==> config.mk <==
export PLATFORM = sky130hd
export DESIGN_NAME = pcm_tone_meter
export DESIGN_NICKNAME = d
export VERILOG_FILES = /design/src/rtl/pcm_tone_meter.sv
export SDC_FILE = /design/constraint.sdc
export NUM_CORES = 1
export LEC_CHECK = 0
export BUFFER_PORTS_ARGS = -buffer_cell sky130_fd_sc_hd__buf_2
export CAP_MARGIN = 25
export CELL_PAD_IN_SITES_DETAIL_PLACEMENT = 0
export CELL_PAD_IN_SITES_GLOBAL_PLACEMENT = 1
export CORE_MARGIN = 10
export CORE_UTILIZATION = 47
export DETAILED_ROUTE_END_ITERATION = 6
export GPL_TIMING_DRIVEN = 0
export PLACE_DENSITY_LB_ADDON = 0.1
export SLEW_MARGIN = 15
export SYNTH_ARGS = -nofsm -noshare
export SYNTH_HDL_FRONTEND = slang
export SYNTH_SLANG_ARGS = --single-unit
==> constraint.sdc <==
create_clock -name clk -period 8.6 [get_ports clk]
set_clock_uncertainty 0.1 [all_clocks]
set_input_delay 0.43 -clock clk [delete_from_list [all_inputs] [get_ports clk]]
set_output_delay 0.43 -clock clk [all_outputs]
set_load 0.05 [all_outputs]
==> src/rtl/pcm_tone_meter.sv <==
// rtl/pcm_tone_meter.sv - hysteretic zero-crossing tone period and amplitude meter
// Measures samples between rising events and the signed peaks seen across each cycle.
module pcm_tone_meter #(
  parameter int C_pcm_bits    = 12,
  parameter int C_period_bits = 16,
  parameter int C_hyst        = 16
) (
  input  logic                            clk,
  input  logic                            reset,
  input  logic signed [C_pcm_bits-1:0]    pcm,
  input  logic                            pcm_valid,
  output logic        [C_period_bits-1:0] period,
  output logic signed [C_pcm_bits-1:0]    peak_max,
  output logic signed [C_pcm_bits-1:0]    peak_min,
  output logic        [C_pcm_bits-1:0]    p2p,
  output logic                            meas_valid,
  output logic                            timeout
);

  typedef enum logic [2:0] {
    S_IDLE      = 3'd0,
    S_NEG       = 3'd1,
    S_POS_FIRST = 3'd2,
    S_POS       = 3'd3,
    S_NEG_MEAS  = 3'd4
  } state_t;

  localparam logic signed [C_pcm_bits-1:0] HYST_P  = C_pcm_bits'(C_hyst);
  localparam logic signed [C_pcm_bits-1:0] HYST_N  = -HYST_P;
  localparam logic [C_period_bits-1:0]     CNT_MAX = '1;
  localparam logic [C_period_bits-1:0]     CNT_ONE = C_period_bits'(1);

  state_t state_q, state_d;

  logic        [C_period_bits-1:0] cnt_q, cnt_d, cnt_inc;
  logic signed [C_pcm_bits-1:0]    max_q, max_d, min_q, min_d;
  logic signed [C_pcm_bits-1:0]    run_max, run_min;
  logic        [C_period_bits-1:0] period_q, period_d;
  logic signed [C_pcm_bits-1:0]    pmax_q, pmax_d, pmin_q, pmin_d;
  logic        [C_pcm_bits-1:0]    p2p_q, p2p_d, p2p_w;
  logic                            meas_valid_q, meas_valid_d, timeout_q, timeout_d;

  logic rise, fall, sat;
  logic load, accum, meas_evt, tmo_evt;

  assign rise    = pcm_valid && (pcm >= HYST_P);
  assign fall    = pcm_valid && (pcm <= HYST_N);
  assign cnt_inc = (cnt_q == CNT_MAX) ? cnt_q : cnt_q + CNT_ONE;
  assign sat     = (cnt_inc == CNT_MAX);
  assign run_max = (pcm > max_q) ? pcm : max_q;
  assign run_min = (pcm < min_q) ? pcm : min_q;
  // Low bits of the (C_pcm_bits+1)-bit difference; the result always fits unsigned.
  assign p2p_w   = run_max - run_min;

  always_ff @(posedge clk) begin
    if (reset) begin
      state_q <= S_IDLE;
    end else begin
      state_q <= state_d;
    end
  end

  always_comb begin
    state_d = state_q;
    if (pcm_valid) begin
      case (state_q)
        S_IDLE:      if (fall) state_d = S_NEG; else if (rise) state_d = S_POS_FIRST;
        S_POS_FIRST: if (fall) state_d = S_NEG;
        S_NEG:       if (rise) state_d = S_POS;
        S_POS:       if (sat) state_d = S_IDLE; else if (fall) state_d = S_NEG_MEAS;
        S_NEG_MEAS:  if (rise) state_d = S_POS; else if (sat) state_d = S_IDLE;
        default:     state_d = S_IDLE;
      endcase
    end
  end

  always_comb begin
    load     = 1'b0;
    accum    = 1'b0;
    meas_evt = 1'b0;
    tmo_evt  = 1'b0;
    if (pcm_valid) begin
      case (state_q)
        S_NEG: load = rise;
        S_POS: begin
          if (sat) tmo_evt = 1'b1;
          else     accum   = 1'b1;
        end
        S_NEG_MEAS: begin
          if (rise) begin
            meas_evt = 1'b1;
            load     = 1'b1;
          end else if (sat) begin
            tmo_evt = 1'b1;
          end else begin
            accum = 1'b1;
          end
        end
        default: ;
      endcase
    end
  end

  always_comb begin
    cnt_d        = cnt_q;
    max_d        = max_q;
    min_d        = min_q;
    period_d     = period_q;
    pmax_d       = pmax_q;
    pmin_d       = pmin_q;
    p2p_d        = p2p_q;
    meas_valid_d = meas_evt;
    timeout_d    = tmo_evt;
    if (load) begin
      cnt_d = CNT_ONE;
      max_d = pcm;
      min_d = pcm;
    end else if (accum) begin
      cnt_d = cnt_inc;
      max_d = run_max;
      min_d = run_min;
    end else if (tmo_evt) begin
      cnt_d = '0;
    end
    // period takes the count before the rising sample is added
    if (meas_evt) begin
      period_d = cnt_q;
      pmax_d   = run_max;
      pmin_d   = run_min;
      p2p_d    = p2p_w;
    end
  end

  always_ff @(posedge clk) begin
    if (reset) begin
      cnt_q        <= '0;
      max_q        <= '0;
      min_q        <= '0;
      period_q     <= '0;
      pmax_q       <= '0;
      pmin_q       <= '0;
      p2p_q        <= '0;
      meas_valid_q <= 1'b0;
      timeout_q    <= 1'b0;
    end else begin
      cnt_q        <= cnt_d;
      max_q        <= max_d;
      min_q        <= min_d;
      period_q     <= period_d;
      pmax_q       <= pmax_d;
      pmin_q       <= pmin_d;
      p2p_q        <= p2p_d;
      meas_valid_q <= meas_valid_d;
      timeout_q    <= timeout_d;
    end
  end

  assign period     = period_q;
  assign peak_max   = pmax_q;
  assign peak_min   = pmin_q;
  assign p2p        = p2p_q;
  assign meas_valid = meas_valid_q;
  assign timeout    = timeout_q;

endmodule

==> run metrics, run 1 <==
Post-Syn Nets 737; Post-CTS Setup Inserts 0; First-pass DRT Iterations 5; Slowest-stage cell, CP o41ai_1; Seq/Total Area, Yosys 0.357; PD cells 164 nW/um^2; Die Area 16300 sq um; Placed Area 5950 sq um; crit path capture type flop; cell family with most CP delay compound AO/OA/AOI/OAI gates; Setup Viol. Count Final 0; leading cell type in the layout, fill and taps excluded dfxtp_1; post-route cell area 6280 sq um; total grt overflow 0; violation count after the first detailed-route iteration 461; DP Wirelength 12.7 mm; maximum VDD drop 103 uV; CTS buffer count 9; Vias 5298; syn_area_per_cell 7.91 sq um; H-tree depth 3; Final Hold Fails 0; CP Data Required Time 8.71 ns; antenna diode count 0; Root Buffer Master clkbuf_16; RSZ-0062 raised after global routing false; drt wl/cell 18.1 um; Worst Tran Pin Value 0.878 ns; Int Pwr 0.000771 W; post-route minimum period 5.89 ns; drc violations 0; layout cells sized above 1 0.128; outcome finished clean; Net Sw Power 0.000262 W; Top FF cell, synth dfxtp_1; synth warn 0; vias per cell 5.80; fin cells 914; CP startpoint kind flop; CP max FO 10; gp weighted congestion 0.958; antenna-violating nets left 0; Max clock buf depth 2; Initial Utilization 0.478; CTS clk-pin slew, worst paths 0.07 ns; critical path class flop to flop; max-slew violations 0; drt total wl 16.5 mm; fin nets 816; CP peak stage delay 0.55 ns; worst hold path class input port to flop; Flop pwr share 0.438; f_max 170 MHz; Fin Setup TNS 0 ns; GRT Util Overall 0.200; number of global-route vias before repair 4984; dominant cells by area after synthesis dfxtp_1 36%, ha_1 7.8%, a21oi_1 6.4%; crit share post-route 0.685; CTS Hold Bufs 0; area of the multi-input gates 3190 sq um; power share of the combinational group 0.132; antenna violations before repair 0; Crit path top cell by count a21oi_1; CTS tree done; global-route wire length before repair 26.3 mm; Yosys cell types 66; flop2flop setup slack 2.71 ns; most frequent cells in the layout 97 x dfxtp_1, 91 x nand2_1, 85 x nor2_1; total area of sequential cells 1940 sq um; CP Buf/Inv Count 3; Final Power 0.00103 W; Seq cells post-synth 97; Die Span Y 128 um; Synth-to-Final Area Change 15.7%; Clock Latency Late Sink 0.35 ns; PortBufs 68; I/O pin count 69; crit-path cells inv_1 -> ha_1 -> nand4_1 -> o221ai_1 -> a41oi_1 -> mux2i_1 -> clkbuf_1 -> clkbuf_1 -> nor2_1 -> a21oi_1 -> ha_1 -> nor2b_1 -> o21ai_0 -> a21oi_1 -> o41ai_1 -> nor2_1 -> a22o_1 -> a311oi_1 -> o31ai_1 -> xor2_1 -> a21oi_1; CTS Sinks 97; Syn Inst Count 687; fillcell total 1121; power share of the clock group 0.430; Netlist Area Pre-Place 5430 sq um; largest net degree at the start of global routing 16; share of the synthesized area in the top cell type 0.357; max_slew headroom 0.411; Core Area 11400 sq um; post-cts resize count 0; arrival time at the worst endpoint 6.01 ns; EDFF count, synth 0; Horiz. Die Dim 128 um; maxcap violations 0; Async SR Flop Fraction 0; Pleak 2.40 nW; Std-Cell Rows 39; Sw Share 0.254; placed cells 898; Yosys top cell by area dfxtp_1
flip-flops by register name, indices dropped and copies added, names as in the netlist:
signal and count:
cnt_q 16, period 16, max_q 12, min_q 12, p2p 12, peak_max 12
peak_min 12, state_q 3, meas_valid 1, timeout 1
kinds of logic after synthesis:
| logic type | count (synthesis) | share of synthesized area |
|---|---|---|
| AO/OA/AOI/OAI | 189 | 0.226 |
| XOR/XNOR | 13 | 0.0210 |
| adder cells (fa/ha/maj) | 35 | 0.0820 |
| buffers and inverters | 76 | 0.0550 |
| flip-flops | 97 | 0.357 |
| multiplexers | 22 | 0.0408 |
| AND/OR/NAND/NOR | 255 | 0.218 |
power by group through the flow:
stage / clock network (W) / registers, W / logic (W)
finish: 0.000445 / 0.000453 / 0.000136
global route: 0.000467 / 0.000453 / 0.000151
CTS: 0.000453 / 0.000453 / 0.000134
detailed placement: 0 / 0.000463 / 0.000133
global placement: 0 / 0.000463 / 0.000131
floorplan: 0 / 0.000463 / 0.0000941
synthesized netlist by cell type (9+ instances only):
cell / instances
a211oi_1: 23
clkbuf_1: 31
inv_1: 38
mux2i_1: 21
a22o_1: 11
nand2_1: 91
nor2_1: 85
nor3_1: 14
a21oi_1: 70
o21ai_0: 28
a31oi_1: 9
nand4_1: 9
ha_1: 34
nand3_1: 10
dfxtp_1: 97
area by class of cell:
type	count	area share
Tap cell	143	0.0285
Multi-Input combinational cell	514	0.508
Buffer	38	0.0249
Clock buffer	12	0.0408
Timing Repair Buffer	68	0.0542
Clock inverter	4	0.0119
Sequential cell	97	0.309
Inverter	38	0.0227
metal layers:
layer	vias to the layer above	global-route usage	routed length, um
li1	2593	-	-
met1	2512	0.275	7880
met2	178	0.302	7170
met3	15	0.0409	1230
met4	0	0.0743	244
met5	-	0	0
per-stage QoR:
step / setup WS, ns / util / hold WS, ns
2_1_floorplan: 3.87 / - / 0.342
3_3_place_gp: 2.77 / 0.523 / 0.340
3_5_place_dp: 2.66 / 0.523 / 0.344
4_1_cts: 2.76 / 0.553 / 0.303
5_1_grt: 2.30 / 0.553 / 0.320
6_report: 2.71 / 0.553 / 0.315
worst register-to-register path, cell delays in order (launching register included):
cell	delay (ns)
dfxtp_1	0.35
inv_1	0.10
ha_1	0.33
nand4_1	0.14
o221ai_1	0.16
a41oi_1	0.26
mux2i_1	0.39
clkbuf_1	0.41
clkbuf_1	0.48
nor2_1	0.08
a21oi_1	0.41
ha_1	0.32
nor2b_1	0.13
o21ai_0	0.22
a21oi_1	0.15
o41ai_1	0.55
nor2_1	0.08
a22o_1	0.27
a311oi_1	0.41
o31ai_1	0.17
xor2_1	0.17
a21oi_1	0.08
worst paths after layout:
| path | from | end | cells past startpoint |
|---|---|---|---|
| min reg2reg | p2p[1] | p2p[1] | 2 |
| max reg2reg | min_q[11] | p2p[11] | 21 |
| max | min_q[11] | p2p[11] | 21 |
| min | pcm[0] | max_q[0] | 2 |
No activity file was read; power rests on OpenSTA's default activity.
==> inputs of run 2 (changes only) <==
- CORE_UTILIZATION: 47 -> 43
- clock period: 8.6 -> 5.6 ns (I/O delays scaled with it)
==> run 2 against run 1 <==
Worst hold slack worse by 0.17 ns. Final cell count is 3.1% higher. Register-to-register slack worse by 2.3 ns. Count of clock-buffer cells in the layout is 3 lower. Power is 47% higher. Global-route usage is 0.60 points lower. Sequential share of layout area hardly changed. Highest routed layer unchanged.
==> run metrics, run 2 (synthesized netlist as in run 1, its figures left out) <==
crit share post-route 0.930 (was 0.685); PD cells 241 nW/um^2 (was 164 nW/um^2); CTS tree done (unchanged); leading cell type in the layout, fill and taps excluded dfxtp_1 (unchanged); fillcell total 1289 (was 1121); GRT Util Overall 0.194 (was 0.200); Root Buffer Master clkbuf_16 (unchanged); CTS clk-pin slew, worst paths 0.07 ns (about the same); CP Data Required Time 5.81 ns (was 8.71 ns); Final Power 0.00151 W (was 0.00103 W); drc violations 0 (unchanged); area of the multi-input gates 3210 sq um (was 3190 sq um); critical path class flop to flop (unchanged); H-tree depth 3 (unchanged); Post-CTS Setup Inserts 0 (unchanged); total area of sequential cells 1940 sq um (unchanged); First-pass DRT Iterations 5 (unchanged); layout cells sized above 1 0.139 (was 0.128); total grt overflow 0 (unchanged); Max clock buf depth 2 (unchanged); post-route cell area 6290 sq um (was 6280 sq um); gp weighted congestion 0.927 (was 0.958); outcome finished clean (unchanged); maximum VDD drop 122 uV (was 103 uV); number of global-route vias before repair 5008 (was 4984); max_slew headroom 0.340 (was 0.411); Net Sw Power 0.000438 W (was 0.000262 W); Std-Cell Rows 41 (was 39); Horiz. Die Dim 132 um (was 128 um); drt total wl 17.1 mm (was 16.5 mm); CP max FO 10 (unchanged); power share of the clock group 0.399 (was 0.430); Worst Tran Pin Value 0.987 ns (was 0.878 ns); most frequent cells in the layout 97 x dfxtp_1, 91 x nand2_1, 85 x nor2_1 (unchanged); Placed Area 5990 sq um (was 5950 sq um); Vias 5191 (was 5298); crit path capture type flop (unchanged); Pleak 2.41 nW (was 2.40 nW); Clock Latency Late Sink 0.36 ns (was 0.35 ns); maxcap violations 0 (unchanged); utilization after layout 0.502 (was 0.553); antenna violations before repair 0 (unchanged); largest net degree at the start of global routing 18 (was 16); worst hold path class input port to flop (unchanged); antenna diode count 0 (unchanged); violation count after the first detailed-route iteration 412 (was 461); antenna-violating nets left 0 (unchanged); Initial Utilization 0.434 (was 0.478); vias per cell 5.51 (was 5.80); PortBufs 68 (unchanged); CTS Sinks 97 (unchanged); max-slew violations 0 (unchanged); drt wl/cell 18.2 um (was 18.1 um); arrival time at the worst endpoint 5.42 ns (was 6.01 ns); Fin Setup TNS 0 ns (unchanged); Die Area 17500 sq um (was 16300 sq um); fin nets 816 (unchanged); CP startpoint kind flop (unchanged); Synth-to-Final Area Change 15.8% (was 15.7%); CTS buffer count 9 (unchanged); setup slack after layout 0.393 ns (was 2.71 ns); post-route minimum period 5.21 ns (was 5.89 ns); RSZ-0062 raised after global routing false (unchanged); Final Hold Fails 0 (unchanged); power share of the combinational group 0.142 (was 0.132); DP Wirelength 13.2 mm (was 12.7 mm); I/O pin count 69 (unchanged); Core Area 12500 sq um (was 11400 sq um); Setup Viol. Count Final 0 (unchanged); CTS Hold Bufs 0 (unchanged); dpl ws -0.0581 ns (was 2.66 ns); f_max 192 MHz (was 170 MHz); Sw Share 0.289 (was 0.254); Flop pwr share 0.459 (was 0.438); Int Pwr 0.00108 W (was 0.000771 W); global-route wire length before repair 27.6 mm (was 26.3 mm); Die Span Y 132 um (was 128 um)
run 2: changes by cell type in the layout (fill, tap and decap cells not counted), sizes merged:
cell	delta
clkbuf	-3
clkinv	+3
inv	+3
bufinv	-2
clkinvlp	-2
run 2: per-layer routing:
layer / wire (um) / vias up / part of all wire / global-route usage
li1: - / 2599 / - / -
met1: 8060 / 2453 / 0.47 / 0.250
met2: 7960 / 121 / 0.46 / 0.318
met3: 865 / 18 / 0.050 / 0.0457
met4: 240 / 0 / 0.014 / 0.0513
met5: 0 / - / 0 / 0
run 2: power by group through the flow:
stage                     Sequential (W)  Clock, W  Combinational, W
after CTS                       0.000695  0.000615          0.000211
after global routing            0.000695  0.000642          0.000239
after detailed placement        0.000711         0          0.000209
after global placement          0.000711         0          0.000207
after floorplan                 0.000711         0          0.000145
final                           0.000695  0.000604          0.000215
run 2: final timing paths:
| path | cells past startpoint | start | slack (ns) | endpoint |
|---|---|---|---|---|
| worst max-delay path | 20 | max_q[11] | 0.39 | p2p[9] |
| worst min-delay path | 2 | pcm[0] | 0.15 | max_q[0] |
| worst max register to register | 20 | max_q[11] | 0.39 | p2p[9] |
| worst min register to register | 2 | period[2] | 0.35 | period[2] |
run 2: final cells by class:
| type | instances | area share |
|---|---|---|
| Inverter | 38 | 0.0227 |
| Clock buffer | 9 | 0.0358 |
| Tap cell | 172 | 0.0342 |
| Sequential cell | 97 | 0.309 |
| Clock inverter | 6 | 0.00816 |
| Buffer | 38 | 0.0259 |
| Multi-Input combinational cell | 514 | 0.510 |
| Timing Repair Buffer | 68 | 0.0541 |
run 2: stage by stage:
| step | std cells | hold slack [ns] |
|---|---|---|
| finish | 942 | 0.146 |
| global route | 942 | 0.147 |
| CTS | 942 | 0.132 |
| detailed placement | 927 | 0.344 |
| global placement | 927 | 0.342 |
| floorplan | 687 | 0.313 |
run 2: worst max-delay path, cell delays in order, from the launching register on:
cell and delay, ns:
dfxtp_1 0.40, inv_1 0.10, ha_1 0.32, nand4_1 0.15, a211o_1 0.31, a31oi_2 0.30, clkbuf_1 0.42, clkbuf_2 0.33
nand2_1 0.08, o21ai_1 0.25, ha_1 0.31, nor2b_1 0.12, o21ai_0 0.20, a21oi_1 0.16, o41ai_2 0.35, nor2_1 0.08
a22o_1 0.27, a311oi_1 0.38, o21ai_0 0.15, a21oi_1 0.22, o21a_1 0.13
run 2: repair_timing:
| item | CTS | global route |
|---|---|---|
| endpoints found under the setup margin | 2 | 3 |
| resized for setup | 2 | 11 |
| pin swaps | 0 | 0 |
==> inputs of run 3 (changes only) <==
- CORE_ASPECT_RATIO: default -> 1.4
==> run 3 against run 2 <==
Clock power grew 16%. Non-clock buffer count unchanged. Maximum frequency down 4.2%. Count of clock-buffer cells in the layout increased by 1. Critical path depth grew 1. Global-route usage grew 0.38 points.
==> run metrics, run 3 (synthesized netlist as in run 1, its figures left out) <==
critical path class flop to flop (unchanged); outcome finished clean (unchanged); Vias 5226 (was 5191); vias per cell 5.67 (was 5.51); Placed Area 5960 sq um (was 5990 sq um); arrival time at the worst endpoint 5.53 ns (was 5.42 ns); number of global-route vias before repair 5317 (was 5008); CTS tree done (unchanged); layout cells sized above 1 0.143 (was 0.139); Pleak 2.43 nW (was 2.41 nW); PortBufs 68 (unchanged); Core Area 12400 sq um (was 12500 sq um); antenna-violating nets left 0 (unchanged); First-pass DRT Iterations 5 (unchanged); CP Data Required Time 5.70 ns (was 5.81 ns); maxcap violations 0 (unchanged); largest net degree at the start of global routing 18 (unchanged); Horiz. Die Dim 115 um (was 132 um); worst hold path class input port to flop (unchanged); most frequent cells in the layout 97 x dfxtp_1, 91 x nand2_1, 85 x nor2_1 (unchanged); drc violations 0 (unchanged); CTS Hold Bufs 0 (unchanged); Final Hold Fails 0 (unchanged); leading cell type in the layout, fill and taps excluded dfxtp_1 (unchanged); CP startpoint kind flop (unchanged); f_max 184 MHz (was 192 MHz); Die Span Y 153 um (was 132 um); GRT Util Overall 0.198 (was 0.194); maximum VDD drop 119 uV (was 122 uV); fin nets 816 (unchanged); Max clock buf depth 2 (unchanged); Std-Cell Rows 48 (was 41); post-route cell area 6340 sq um (was 6290 sq um); post-route minimum period 5.43 ns (was 5.21 ns); crit path from min_q[11] (was max_q[11]); Die Area 17600 sq um (was 17500 sq um); H-tree depth 3 (unchanged); antenna violations before repair 0 (unchanged); Initial Utilization 0.439 (was 0.434); Hold Crit Start pcm[0] (unchanged); Worst Tran Pin Value 0.977 ns (was 0.987 ns); CTS clk-pin slew, worst paths 0.07 ns (about the same); CTS buffer count 9 (unchanged); I/O pin count 69 (unchanged); Synth-to-Final Area Change 16.7% (was 15.8%); drt total wl 17.5 mm (was 17.1 mm); drt wl/cell 19.0 um (was 18.2 um); crit share post-route 0.970 (was 0.930); antenna diode count 0 (unchanged); Setup Viol. Count Final 0 (unchanged); RSZ-0062 raised after global routing false (unchanged); max-slew violations 0 (unchanged); CTS Sinks 97 (unchanged); total grt overflow 0 (unchanged); Root Buffer Master clkbuf_16 (unchanged); gp weighted congestion 0.914 (was 0.927); Clock Latency Late Sink 0.34 ns (was 0.36 ns); placed cells 905 (was 927); global-route wire length before repair 27.9 mm (was 27.6 mm); DP Wirelength 13.7 mm (was 13.2 mm); violation count after the first detailed-route iteration 283 (was 412); PD cells 255 nW/um^2 (was 241 nW/um^2); Critical R2R Launch min_q[11] (was max_q[11]); crit path capture type flop (unchanged); Final Power 0.00162 W (was 0.00151 W); fin cells 921 (was 942); max_slew headroom 0.346 (was 0.340); CP max FO 10 (unchanged)
-- run 3: path summary, 6_finish.rpt --
path	endpoint	slack [ns]	cells past startpoint
worst min-delay path	max_q[0]	0.16	2
worst min register to register	period[2]	0.35	2
worst max register to register	p2p[11]	0.17	21
worst max-delay path	p2p[11]	0.17	21
-- run 3: layout make-up --
cell class	count	area (sq um)
inverters	38	143
clock buffers	10	239
plain buffers	38	163
repair buffers	68	340
well taps	150	188
multi-input cells	514	3230
fillers	1277	6030
flip-flops and latches	97	1940
clock inverters	6	96.3
-- run 3: repair_timing --
item / CTS / global route
setup endpoints to repair: 3 / 2
buffers inserted: 0 / 0
gates resized for setup: 7 / 7
-- run 3: layer usage --
metal,up-vias,track usage,routed length [um]
met1,2450,0.212,6890
li1,2590,-,-
met3,47,0.0356,732
met4,0,0.0922,708
met5,-,0,0
met2,139,0.359,9210
-- run 3: where the power goes --
| part | internal (W) | switching (W) |
|---|---|---|
| Combinational | 0.0000811 | 0.000141 |
| Sequential | 0.000692 | 0.00000264 |
| Clock | 0.000410 | 0.000287 |
-- run 3: stage by stage --
stage	hold WS, ns	utilization	setup TNS, ns	setup slack [ns]
after floorplan	0.313	-	0	0.956
after detailed placement	0.346	0.482	-1.30	-0.581
after CTS	0.150	0.512	0	0.0379
after global routing	0.181	0.513	0	0.0265
final	0.157	0.513	0	0.166
after global placement	0.341	0.482	-1.07	-0.515
-- run 3: critical path: stages (launching register included) --
cell and delay [ns]:
dfxtp_1 0.37, inv_1 0.09, ha_1 0.35, nand4_1 0.18, o221ai_1 0.21, a41oi_1 0.30, mux2i_2 0.39, clkbuf_2 0.32
clkbuf_2 0.30, nor2_1 0.08, a21oi_2 0.23, ha_1 0.28, nor2b_1 0.12, o21ai_0 0.25, a21oi_1 0.21, o41ai_4 0.38
nor2_1 0.07, a22o_1 0.27, a311oi_2 0.33, o31ai_1 0.14, xor2_1 0.22, a21oi_1 0.09
